`config.mk`:
```
export PLATFORM = sky130hd
export DESIGN_NAME = mul_unit_flat
export DESIGN_NICKNAME = d
export VERILOG_FILES = /design/src/rtl/mul_unit_pkg.sv /design/src/rtl/mul_unit_if.sv /design/src/rtl/mul_unit.sv /design/src/flat_wrapper.sv
export SDC_FILE = /design/constraint.sdc
export NUM_CORES = 1
export LEC_CHECK = 0
export BUFFER_PORTS_ARGS = -buffer_cell sky130_fd_sc_hd__buf_2
export CELL_PAD_IN_SITES_DETAIL_PLACEMENT = 0
export CELL_PAD_IN_SITES_GLOBAL_PLACEMENT = 2
export CORE_ASPECT_RATIO = 2
export CORE_MARGIN = 2
export CORE_UTILIZATION = 30
export CTS_CLUSTER_DIAMETER = 100
export DETAILED_ROUTE_END_ITERATION = 8
export GPL_TIMING_DRIVEN = 0
export PLACE_DENSITY = 0.75
export SLEW_MARGIN = 10
export SYNTH_ARGS = -nofsm -noshare
export SYNTH_HDL_FRONTEND = slang
export SYNTH_SLANG_ARGS = --single-unit
```
`constraint.sdc`:
```
create_clock -name clk -period 3.13 [get_ports clk]
set_input_delay 0.313 -clock clk [delete_from_list [all_inputs] [get_ports clk]]
set_output_delay 0.313 -clock clk [all_outputs]
set_load 0.02 [all_outputs]
```
`src/rtl/mul_unit_pkg.sv`:
```
// Shared processor package: multiplier width constants and FSM state type.
package mul_unit_pkg;

  localparam int DATA_W = 32;
  localparam int RD_W   = 4;
  localparam int CNT_W  = 5;

  typedef enum logic [1:0] {
    IDLE = 2'd0,
    RUN  = 2'd1,
    DONE = 2'd2
  } state_t;

endpackage

```
`src/rtl/mul_unit_if.sv`:
```
// Issue/writeback bundle between the core and the multiply unit.
interface mul_unit_if;
  import mul_unit_pkg::*;

  logic              start;
  logic [DATA_W-1:0] op_a;
  logic [DATA_W-1:0] op_b;
  logic [DATA_W-1:0] acc;
  logic              accumulate;
  logic [RD_W-1:0]   rd_in;
  logic              busy;
  logic              done;
  logic [DATA_W-1:0] result;
  logic [RD_W-1:0]   rd_out;
  logic              we_out;
  logic              n_flag;
  logic              z_flag;

  modport master (
    output start, op_a, op_b, acc, accumulate, rd_in,
    input  busy, done, result, rd_out, we_out, n_flag, z_flag
  );

  modport slave (
    input  start, op_a, op_b, acc, accumulate, rd_in,
    output busy, done, result, rd_out, we_out, n_flag, z_flag
  );

endinterface

```
`src/rtl/mul_unit.sv`:
```
// Iterative 32x32 shift-add multiplier (MUL / MLA), fixed 33-cycle latency,
// results truncated modulo 2^32.
module mul_unit
  import mul_unit_pkg::*;
#(
  parameter int WIDTH = DATA_W
) (
  input logic      clk,
  input logic      rst,
  mul_unit_if.slave bus
);

  state_t             state, state_nxt;
  logic [WIDTH-1:0]   mcand;
  logic [WIDTH-1:0]   mplier;
  logic [WIDTH-1:0]   psum;
  logic [WIDTH-1:0]   psum_nxt;
  logic [CNT_W-1:0]   cnt;
  logic [WIDTH-1:0]   result_q;
  logic [RD_W-1:0]    rd_q;
  logic               n_q;
  logic               z_q;

  // State register.
  always_ff @(posedge clk or negedge rst) begin
    if (!rst) state <= IDLE;
    else      state <= state_nxt;
  end

  // Next-state logic: RUN lasts exactly 32 cycles, DONE exactly one.
  always_comb begin
    state_nxt = state;
    case (state)
      IDLE:    if (bus.start) state_nxt = RUN;
      RUN:     if (cnt == '1) state_nxt = DONE;
      DONE:    state_nxt = IDLE;
      default: state_nxt = IDLE;
    endcase
  end

  // One shift-add step: add the shifted multiplicand when the multiplier LSB is set.
  always_comb begin
    psum_nxt = psum;
    if (mplier[0]) psum_nxt = psum + mcand;
  end

  // Datapath: operand latch on accept, iterate in RUN, capture result on the last step.
  always_ff @(posedge clk or negedge rst) begin
    if (!rst) begin
      mcand    <= '0;
      mplier   <= '0;
      psum     <= '0;
      cnt      <= '0;
      result_q <= '0;
      rd_q     <= '0;
      n_q      <= 1'b0;
      z_q      <= 1'b0;
    end else begin
      case (state)
        IDLE: begin
          if (bus.start) begin
            mcand  <= bus.op_a;
            mplier <= bus.op_b;
            psum   <= bus.accumulate ? bus.acc : '0;
            cnt    <= '0;
            rd_q   <= bus.rd_in;
          end
        end
        RUN: begin
          psum   <= psum_nxt;
          mcand  <= mcand << 1;
          mplier <= mplier >> 1;
          cnt    <= cnt + 1'b1;
          // Result and flags are registered separately so they stay stable
          // through the following IDLE period until the next accepted start.
          if (cnt == '1) begin
            result_q <= psum_nxt;
            n_q      <= psum_nxt[WIDTH-1];
            z_q      <= (psum_nxt == '0);
          end
        end
        default: ;
      endcase
    end
  end

  // Status and writeback outputs.
  always_comb begin
    bus.busy   = (state != IDLE);
    bus.done   = (state == DONE);
    bus.we_out = (state == DONE);
    bus.result = result_q;
    bus.rd_out = rd_q;
    bus.n_flag = n_q;
    bus.z_flag = z_q;
  end

endmodule

```
`src/flat_wrapper.sv`:
```
// flat-port wrapper written by rule: the top's interface ports become plain ports
module mul_unit_flat import mul_unit_pkg::*;
#(
  parameter int WIDTH = DATA_W
)
  (clk, rst, bus_start, bus_op_a, bus_op_b, bus_acc, bus_accumulate, bus_rd_in, bus_busy, bus_done, bus_result, bus_rd_out, bus_we_out, bus_n_flag, bus_z_flag);
  mul_unit_if bus_i ();
  input logic clk;
  input logic rst;
  input wire logic [$bits(bus_i.start)-1:0] bus_start;
  input wire logic [$bits(bus_i.op_a)-1:0] bus_op_a;
  input wire logic [$bits(bus_i.op_b)-1:0] bus_op_b;
  input wire logic [$bits(bus_i.acc)-1:0] bus_acc;
  input wire logic [$bits(bus_i.accumulate)-1:0] bus_accumulate;
  input wire logic [$bits(bus_i.rd_in)-1:0] bus_rd_in;
  output wire logic [$bits(bus_i.busy)-1:0] bus_busy;
  output wire logic [$bits(bus_i.done)-1:0] bus_done;
  output wire logic [$bits(bus_i.result)-1:0] bus_result;
  output wire logic [$bits(bus_i.rd_out)-1:0] bus_rd_out;
  output wire logic [$bits(bus_i.we_out)-1:0] bus_we_out;
  output wire logic [$bits(bus_i.n_flag)-1:0] bus_n_flag;
  output wire logic [$bits(bus_i.z_flag)-1:0] bus_z_flag;
  assign bus_i.start = bus_start;
  assign bus_i.op_a = bus_op_a;
  assign bus_i.op_b = bus_op_b;
  assign bus_i.acc = bus_acc;
  assign bus_i.accumulate = bus_accumulate;
  assign bus_i.rd_in = bus_rd_in;
  assign bus_busy = bus_i.busy;
  assign bus_done = bus_i.done;
  assign bus_result = bus_i.result;
  assign bus_rd_out = bus_i.rd_out;
  assign bus_we_out = bus_i.we_out;
  assign bus_n_flag = bus_i.n_flag;
  assign bus_z_flag = bus_i.z_flag;
  mul_unit #(.WIDTH(WIDTH)) u_core (.clk(clk), .rst(rst), .bus(bus_i));
endmodule
```
==> results_dict.tcl, run 1 <==
set metrics [dict create \
    setup_viol 1 \
    htree_num_levels 4 \
    synth_top_flop_cell "dfrtp_1" \
    hold_ws_ns 0.0693 \
    layout.cells.most_common "buf_2" \
    status "complete, but fails checks" \
    synth-seq-cells 140 \
    die_y_um 236 \
    rsz0062_at_grt "yes" \
    synth_fp_nets 1015 \
    critical-path-top-delay-family "compound AO/OA/AOI/OAI gates" \
    dr.pass1.iters 6 \
    ant_nets 0 \
    power.leakage_uw 0.00442 \
    grt_pass1_wl_um 43700 \
    antennaDiodeCount 0 \
    grt_pass1_vias 7733 \
    slowest_stage "or4_4" \
    max_cap_viol_count 0 \
    cp_cell_sequence "ha_4, fa_2, a21o_4, a22o_1, o21ai_4, mux2i_1, a211oi_2, buf_4, and4_1, nand4_1, or4_4, a2111oi_4, a21o_1" \
    clock_latency_ns 0.46 \
    cpPeakStageDelay_ns 0.59 \
    cts.clk_slew.worst_paths_ns 0.06 \
    post-route-min-period_ns 3.46 \
    critPathBufInv 1 \
    root_buffer "clkbuf_16" \
    syn_avg_cell_area_um2 9.24 \
    syn-cell-area_um2 8100 \
    synth-edff-count 0 \
    die_x_um 120 \
    overflow 0 \
    synth-async-reset-ratio_pct 100 \
    critical_path_class "flop to flop" \
    core_area_um2 26800 \
    critPathLaunchType "flop" \
    cp-end-kind "flop" \
    hold_viol_final 0 \
    vias_per_cell 5.18 \
    place_inst 1370 \
    synth_largest_area_cell "dfrtp_1" \
    syn_to_final_growth_pct 26.0 \
    cts_tree "yes" \
    antenna_found_initial 0 \
    required_ns 3.52 \
    port_buffers 144 \
    cts_buffers 17 \
    relSlewSlack_pct 38.5 \
    post-route-util_pct 38.1 \
    io_pins 145 \
    yosysWarnings 0 \
    grt_max_degree 84 \
    yosys-top-cells-area "dfrtp_1 43%, mux2i_1 10%, o21ai_0 9.3%" \
    period_share_pct 111 \
    dieArea_um2 28400 \
    post_drt_wl_per_cell_um 19.8 \
    routed_wl_um 28100 \
    vias 7360 \
    dp_hpwl_um 21900 \
    power.total_uw 10600 \
    yosysSeqAreaShare_pct 43.2 \
    stdcell_count 1420 \
    yosysTopAreaCellShare_pct 43.2 \
    synthDistinctLibCells 64 \
    postSynthCellCount 877 \
    worst_pin_slew_ns 0.922 \
    cts.sinks 140 \
    violations "negative setup slack" \
    place_congestion 0.866 \
    row_count 85 \
    drt_iter0_drc 350 \
    finClkSkew_ns 0.0164 \
    setup_ws_ns -0.333 \
    layout_common_cells "146 x buf_2, 145 x o21ai_0, 143 x nand2_1" \
    tns_ns -0.333 \
    layout-drive-gt1-share_pct 23.4 \
    drc 0 \
    clock_path_buffers 2 \
    fmax_ghz 0.289 \
    power_density_nw_per_um2 1040 \
    ir_worst_vdd_mv 0.446 \
    crit_arrival_ns 3.85 \
    maxSlewViolCount 0 \
    crit_fanout 4 \
    start_util_pct 30.2 \
    layout.nets 1197 \
    hold_path.class "primary input to flop" \
    grtUsageTotal_pct 20.4 \
]
## cell families after synthesis
group | Yosys count | synth area share, %
xor gates and xnor gates | 17 | 1.84
AOI/OAI and AO/OA | 295 | 22.2
buffers and inverters | 64 | 3.18
DFF | 140 | 43.2
muxes | 85 | 10.6
adders and majority gates | 34 | 5.34
and+or+nand+nor | 242 | 13.6
## metrics by stage
step	setup WS, ns	area (µm²)
2_1_floorplan	0.00339	8130
5_1_grt	-0.447	10200
4_1_cts	-0.453	10100
3_5_place_dp	-1.14	9320
6_report	-0.333	10200
3_3_place_gp	-1.12	9290
## timing repair
item	in CTS	in global routing
setup buffers	12	8
hold buffers	1	0
setup endpoints to repair	28	5
resized for setup	24	16
pin swaps	10	10
endpoints found under the hold margin	57	0
cloned	0	0
## worst paths after layout
kind	from	endpoint	slack, ns	cells past startpoint
hold / removal	bus_op_b[31]	u_core.mplier[31]	0.07	3
setup reg to reg	u_core.mcand[0]	u_core.bus.z_flag	-0.33	13
min in group asynchronous	rst	u_core.mcand[8]	0.37	2
max in group asynchronous	rst	u_core.psum[31]	1.96	3
setup / recovery	u_core.mcand[0]	u_core.bus.z_flag	-0.33	13
hold reg to reg	u_core.bus.result[22]	u_core.bus.result[22]	0.47	2
## worst min-delay path, stage by stage
cell and delay (ns):
buf_2 0.07, nand2_1 0.03, o21ai_0 0.06
## sequential cells by signal (all words and copies together) (netlist names)
signal and count:
u_core.bus.result 32, u_core.mcand 32, u_core.mplier 32, u_core.psum 32, u_core.cnt 5, u_core.bus.rd_out 4
u_core.state 2, u_core.bus.z_flag 1
## synth_stat cells (all sizes together) (4+ instances only)
cell    instances
o21ai         154
nand2         143
dfrtp         140
mux2i          81
clkbuf         48
a21oi          39
ha             33
a22oi          31
nor2           23
a21o           15
nand3          15
nor3           10
inv             9
xor2            9
and4            8
o21a            8
xnor2           8
and3            7
buf             7
nand4           6
a211oi          5
and2            5
nand2b          5
nor2b           5
a211o           4
mux2            4
o211ai          4
o311a           4
or3             4
## power breakdown
| part | switching [µW] | leakage [µW] | internal, µW |
|---|---|---|---|
| Combinational | 3350 | 0.00242 | 2080 |
| Clock | 888 | 0.000272 | 1130 |
| Sequential | 594 | 0.00173 | 2550 |
| Total | 4830 | 0.00442 | 5760 |
## cell type report
cell class                      count  area, µm²
Tap cell                          348        435
Multi-Input combinational cell    673       4530
Buffer                             52        219
Clock inverter                     13        128
Inverter                            9       33.8
Sequential cell                   140       3500
Clock buffer                       19        443
Fill cell                        2905      16600
Timing Repair Buffer              166        918
## routing by layer
layer  track usage (%)  vias up  routed length, µm
met1              21.4     3590              10500
li1                  -     3560                  -
met4              8.28        0                951
met3              4.33       50               1050
met2              38.6      160              15500
met5                 0        -                  0
Note: power is estimated with default switching activity, not from simulation.
==> run 2: changes to the inputs <==
==> constraint.sdc (replaced) <==
create_clock -name clk -period 3.13 [get_ports clk]
set_input_delay 0 -clock clk [delete_from_list [all_inputs] [get_ports clk]]
set_output_delay 0 -clock clk [all_outputs]
set_load 0.02 [all_outputs]
==> results_dict.tcl, run 2 (same netlist as run 1, synthesis figures left out) <==
set metrics [dict create \
    post-route-min-period_ns 3.46 \
    die_y_um 236 \
    routed_wl_um 28800 \
    ant_nets 0 \
    grt_pass1_vias 8208 \
    dp_hpwl_um 21900 \
    hold_path.class "primary input to async pin" \
    fmax_ghz 0.289 \
    vias_per_cell 5.09 \
    critical_path_class "flop to flop" \
    layout.nets 1300 \
    vias 7758 \
    syn_to_final_growth_pct 38.7 \
    r2r_start "u_core.mcand[0]" \
    cpPeakStageDelay_ns 0.59 \
    grtUsageTotal_pct 20.9 \
    power.leakage_uw 0.00484 \
    core_area_um2 26800 \
    layout.cells.most_common "buf_2" \
    overflow 0 \
    power.total_uw 10700 \
    finClkSkew_ns 0.0188 \
    clock_path_buffers 2 \
    die_x_um 120 \
    clock_latency_ns 0.46 \
    tns_ns -0.326 \
    rrSetupSlack_ns -0.33 \
    grt_pass1_wl_um 45100 \
    path_depth 13 \
    drc 0 \
    dp_slack_ns -1.14 \
    antennaDiodeCount 0 \
    worst_pin_slew_ns 0.918 \
    setup_viol 1 \
    cts.clk_slew.worst_paths_ns 0.06 \
    r2r_cells 13 \
    drt_iter0_drc 345 \
    ir_worst_vdd_mv 0.448 \
    r2r-end "u_core.bus.z_flag" \
    design_area_um2 11200 \
    dr.pass1.iters 4 \
    critPathLaunchType "flop" \
    start_util_pct 30.2 \
    place_congestion 0.866 \
    relSlewSlack_pct 38.8 \
    io_pins 145 \
    hold_viol_final 0 \
    cts_tree "yes" \
    cts_buffers 17 \
    maxSlewViolCount 0 \
    critical-path-top-delay-family "compound AO/OA/AOI/OAI gates" \
    rsz0062_at_grt "yes" \
    cts.sinks 140 \
    post_drt_wl_per_cell_um 18.9 \
    dieArea_um2 28400 \
    layout_common_cells "146 x buf_2, 145 x o21ai_0, 143 x nand2_1" \
    placed_cell_area_um2 9320 \
    setup_ws_ns -0.326 \
    required_ns 3.52 \
    grt_max_degree 84 \
    max_cap_viol_count 0 \
    slowest_stage "or4_4" \
    antenna_found_initial 0 \
    root_buffer "clkbuf_16" \
    power_density_nw_per_um2 952 \
    crit_arrival_ns 3.85 \
    cp_cell_sequence "ha_4, fa_2, a21o_4, a22o_1, o21ai_4, mux2i_1, a211oi_2, buf_4, and4_1, nand4_1, or4_4, a2111oi_4, a21o_1" \
    status "complete, but fails checks" \
    critPathBufInv 1 \
    period_share_pct 110 \
    crit_fanout 4 \
    layout-drive-gt1-share_pct 21.4 \
    row_count 85 \
    htree_num_levels 4 \
    cp-end-kind "flop" \
    port_buffers 144 \
    violations "negative setup slack" \
]
-- run 2: cell count changes in the layout (fill, tap and decap cells not counted) --
cell and change:
dlygate4sd3_1 +103
-- run 2: timing repair --
| item | 4_1_cts | 5_1_grt |
|---|---|---|
| setup buffers | 12 | 8 |
| cloned | 0 | 0 |
| pin swaps | 10 | 10 |
| hold buffers | 104 | 0 |
| resized for setup | 24 | 16 |
| endpoints found under the setup margin | 28 | 5 |
| endpoints found under the hold margin | 241 | 0 |
-- run 2: worst max-delay path by stage --
| stage | from | endpoint | slack [ns] |
|---|---|---|---|
| 6_report | u_core.mcand[0] | u_core.bus.z_flag | -0.33 |
| 5_1_grt | u_core.mcand[0] | u_core.bus.z_flag | -0.45 |
| 4_1_cts | u_core.psum[0] | u_core.bus.z_flag | -0.45 |
| 3_5_place_dp | u_core.mcand[13] | u_core.bus.z_flag | -1.14 |
| 3_3_place_gp | u_core.mcand[13] | u_core.bus.z_flag | -1.12 |
| 2_1_floorplan | u_core.psum[0] | u_core.bus.z_flag | 0.003 |
-- run 2: layout make-up --
type	count	area (µm²)
buffer	52	219
clock buffer	19	443
clock inverter	13	128
fill	2820	15600
inverter	9	33.8
multi-input combinational	673	4530
sequential	140	3500
tap	348	435
timing repair buffer	269	1950
-- run 2: power breakdown --
part           switching [µW]  internal (µW)  total [µW]
registers                 593           2550        3150
clock network             889           1130        2020
logic                    3370           2170        5540
total                    4850           5850       10700
-- run 2: through the flow --
step                      util [%]  hold slack, ns  std cells
after floorplan                  -          -0.296        877
final                         41.9          0.0659       1523
after CTS                     41.5          0.0704       1517
after global routing          41.9           0.101       1523
after global placement        34.6           0.217       1369
after detailed placement      34.8         -0.0373       1370
-- run 2: metal layers --
layer | wire length, µm | share of wire, % | global-route usage (%) | vias up
met5 | 0 | 0 | 0 | -
met3 | 972 | 3.4 | 4.06 | 54
met4 | 993 | 3.5 | 8.28 | 0
li1 | - | - | - | 3762
met1 | 10900 | 38 | 21.8 | 3772
met2 | 15900 | 55 | 40.0 | 170
==> run 3: changes to the inputs <==
--- a/config.mk
+++ b/config.mk
@@ -14,7 +14,7 @@
 export CTS_CLUSTER_DIAMETER = 100
 export DETAILED_ROUTE_END_ITERATION = 8
 export GPL_TIMING_DRIVEN = 0
-export PLACE_DENSITY = 0.75
+export PLACE_DENSITY_LB_ADDON = 0.08
 export SLEW_MARGIN = 10
 export SYNTH_ARGS = -nofsm -noshare
 export SYNTH_HDL_FRONTEND = slang
==> results_dict.tcl, run 3 (same netlist as run 1, synthesis figures left out) <==
set metrics [dict create \
    status "complete, but fails checks" \
    violations "negative setup slack" \
    syn_to_final_growth_pct 38.0 \
    cts_tree "yes" \
    grt_pass1_wl_um 47300 \
    post_drt_wl_per_cell_um 20.0 \
    placed_cell_area_um2 9320 \
    vias_per_cell 5.10 \
    maxSlewViolCount 0 \
    clkPwrFrac_pct 18.2 \
    p_int_uw 5800 \
    io_pins 145 \
    cts_buffers 17 \
    die_x_um 120 \
    hold_ws_ns 0.0795 \
    worst_pin_slew_ns 0.958 \
    cp-end-kind "flop" \
    place_inst 1370 \
    layout_common_cells "146 x buf_2, 143 x o21ai_0, 143 x nand2_1" \
    clock_path_buffers 2 \
    drt_iter0_drc 336 \
    fmax_ghz 0.281 \
    setup_ws_ns -0.431 \
    critPathBufInv 0 \
    power_switching_uw 4870 \
    drc 0 \
    period_share_pct 114 \
    critical-path-top-delay-family "compound AO/OA/AOI/OAI gates" \
    ant_nets 0 \
    stdcell_count 1520 \
    switching_share_pct 45.7 \
    rsz0062_at_grt "yes" \
    finClkSkew_ns 0.0107 \
    cp_cell_sequence "ha_2, fa_2, a21o_4, a22o_1, o21ai_2, mux2i_1, a211oi_2, and4_1, nand4_1, or4_4, a2111oi_4, a21o_1" \
    design_area_um2 11200 \
    antenna_found_initial 0 \
    dieArea_um2 28400 \
    root_buffer "clkbuf_16" \
    power_density_nw_per_um2 954 \
    grtUsageTotal_pct 22.1 \
    clock_latency_ns 0.45 \
    critPathLaunchType "flop" \
    layout-drive-gt1-share_pct 20.6 \
    multi_input_area_um2 4520 \
    die_y_um 236 \
    crit_fanout 4 \
    hold_viol_final 0 \
    place_congestion 0.853 \
    max_cap_viol_count 0 \
    required_ns 3.52 \
    critical_path_class "flop to flop" \
    post-route-min-period_ns 3.56 \
    dp_hpwl_um 23300 \
    antennaDiodeCount 0 \
    grt_max_degree 84 \
    layout.nets 1297 \
    routed_wl_um 30500 \
    pwr-share-seq_pct 29.5 \
    grt_pass1_vias 8223 \
    post-route-util_pct 41.7 \
    ir_worst_vdd_mv 0.412 \
    hold_path.class "primary input to async pin" \
    port_buffers 144 \
    overflow 0 \
    slowest_stage "or4_4" \
    power.total_uw 10700 \
    relSlewSlack_pct 36.1 \
    crit_arrival_ns 3.95 \
    vias 7747 \
    dr.pass1.iters 4 \
    power.leakage_uw 0.00482 \
    cts.clk_slew.worst_paths_ns 0.06 \
    cts.sinks 140 \
    cpPeakStageDelay_ns 0.65 \
    htree_num_levels 4 \
    setup_viol 1 \
    register_area_um2 3500 \
    row_count 85 \
    fillers 2817 \
    layout.cells.most_common "buf_2" \
    core_area_um2 26800 \
    start_util_pct 30.2 \
    comb_power_share_pct 52.3 \
]
-- run 3: changes by cell type in the layout (fill, tap and decap cells not counted), sizes merged --
cell / previous run / this run
clkinv: 3 / 8
clkinvlp: 3 / 2
clkbuf: 64 / 66
inv: 15 / 9
buf: 172 / 169
-- run 3: layout make-up --
cell class              instances  share of cell area (%)
plain buffers                  52                    1.94
clock buffers                  21                    4.03
inverters                       9                   0.302
multi-input cells             673                    40.4
well taps                     348                    3.89
clock inverters                11                   0.862
flip-flops and latches        140                    31.3
repair buffers                266                    17.2
-- run 3: worst register-to-register path, cell delays in order (launching register included) --
cell	delay, ns
dfrtp_1	0.40
ha_2	0.20
fa_2	0.36
a21o_4	0.24
a22o_1	0.20
o21ai_2	0.21
mux2i_1	0.14
a211oi_2	0.24
and4_1	0.27
nand4_1	0.25
or4_4	0.65
a2111oi_4	0.24
a21o_1	0.12
-- run 3: repair_timing --
action,in CTS,in global routing
setup buffers,12,7
hold buffers,104,0
pin swaps,10,10
endpoints found under the setup margin,30,8
endpoints found under the hold margin,241,0
gates cloned,0,0
resized for setup,23,15
-- run 3: final timing paths --
| check | start | to | slack [ns] | cells past startpoint |
|---|---|---|---|---|
| max | u_core.psum[0] | u_core.bus.z_flag | -0.43 | 12 |
| max in group asynchronous | rst | u_core.bus.rd_out[2] | 2.23 | 3 |
| min in group clk | bus_op_a[0] | u_core.mcand[0] | 0.29 | 4 |
| min | rst | u_core.bus.result[11] | 0.08 | 2 |
| max reg2reg | u_core.psum[0] | u_core.bus.z_flag | -0.43 | 12 |
| min reg2reg | u_core.bus.result[23] | u_core.bus.result[23] | 0.47 | 2 |
-- run 3: metrics by stage --
step / setup TNS [ns] / setup slack, ns
5_1_grt: -0.741 / -0.547
3_5_place_dp: -10.26 / -1.16
6_report: -0.431 / -0.431
3_3_place_gp: -45.99 / -1.16
4_1_cts: -0.680 / -0.518
2_1_floorplan: 0 / 0.00339
-- run 3: metal layers --
layer  vias up  GRT usage (%)  wire (µm)
met4         0           7.15        661
met2       151           43.7      17600
met1      3795           22.7      11200
met5         -              0          0
met3        31           4.06        967
li1       3770              -          -
-- run 3: power groups by stage --
stage          sequential [µW]  combinational, µW  clock [µW]
4_1_cts                   3150               5500        2000
6_report                  3150               5570        1940
5_1_grt                   3250               6190        2080
3_3_place_gp              3160               5190           0
3_5_place_dp              3170               5200           0
2_1_floorplan             3200               3300           0
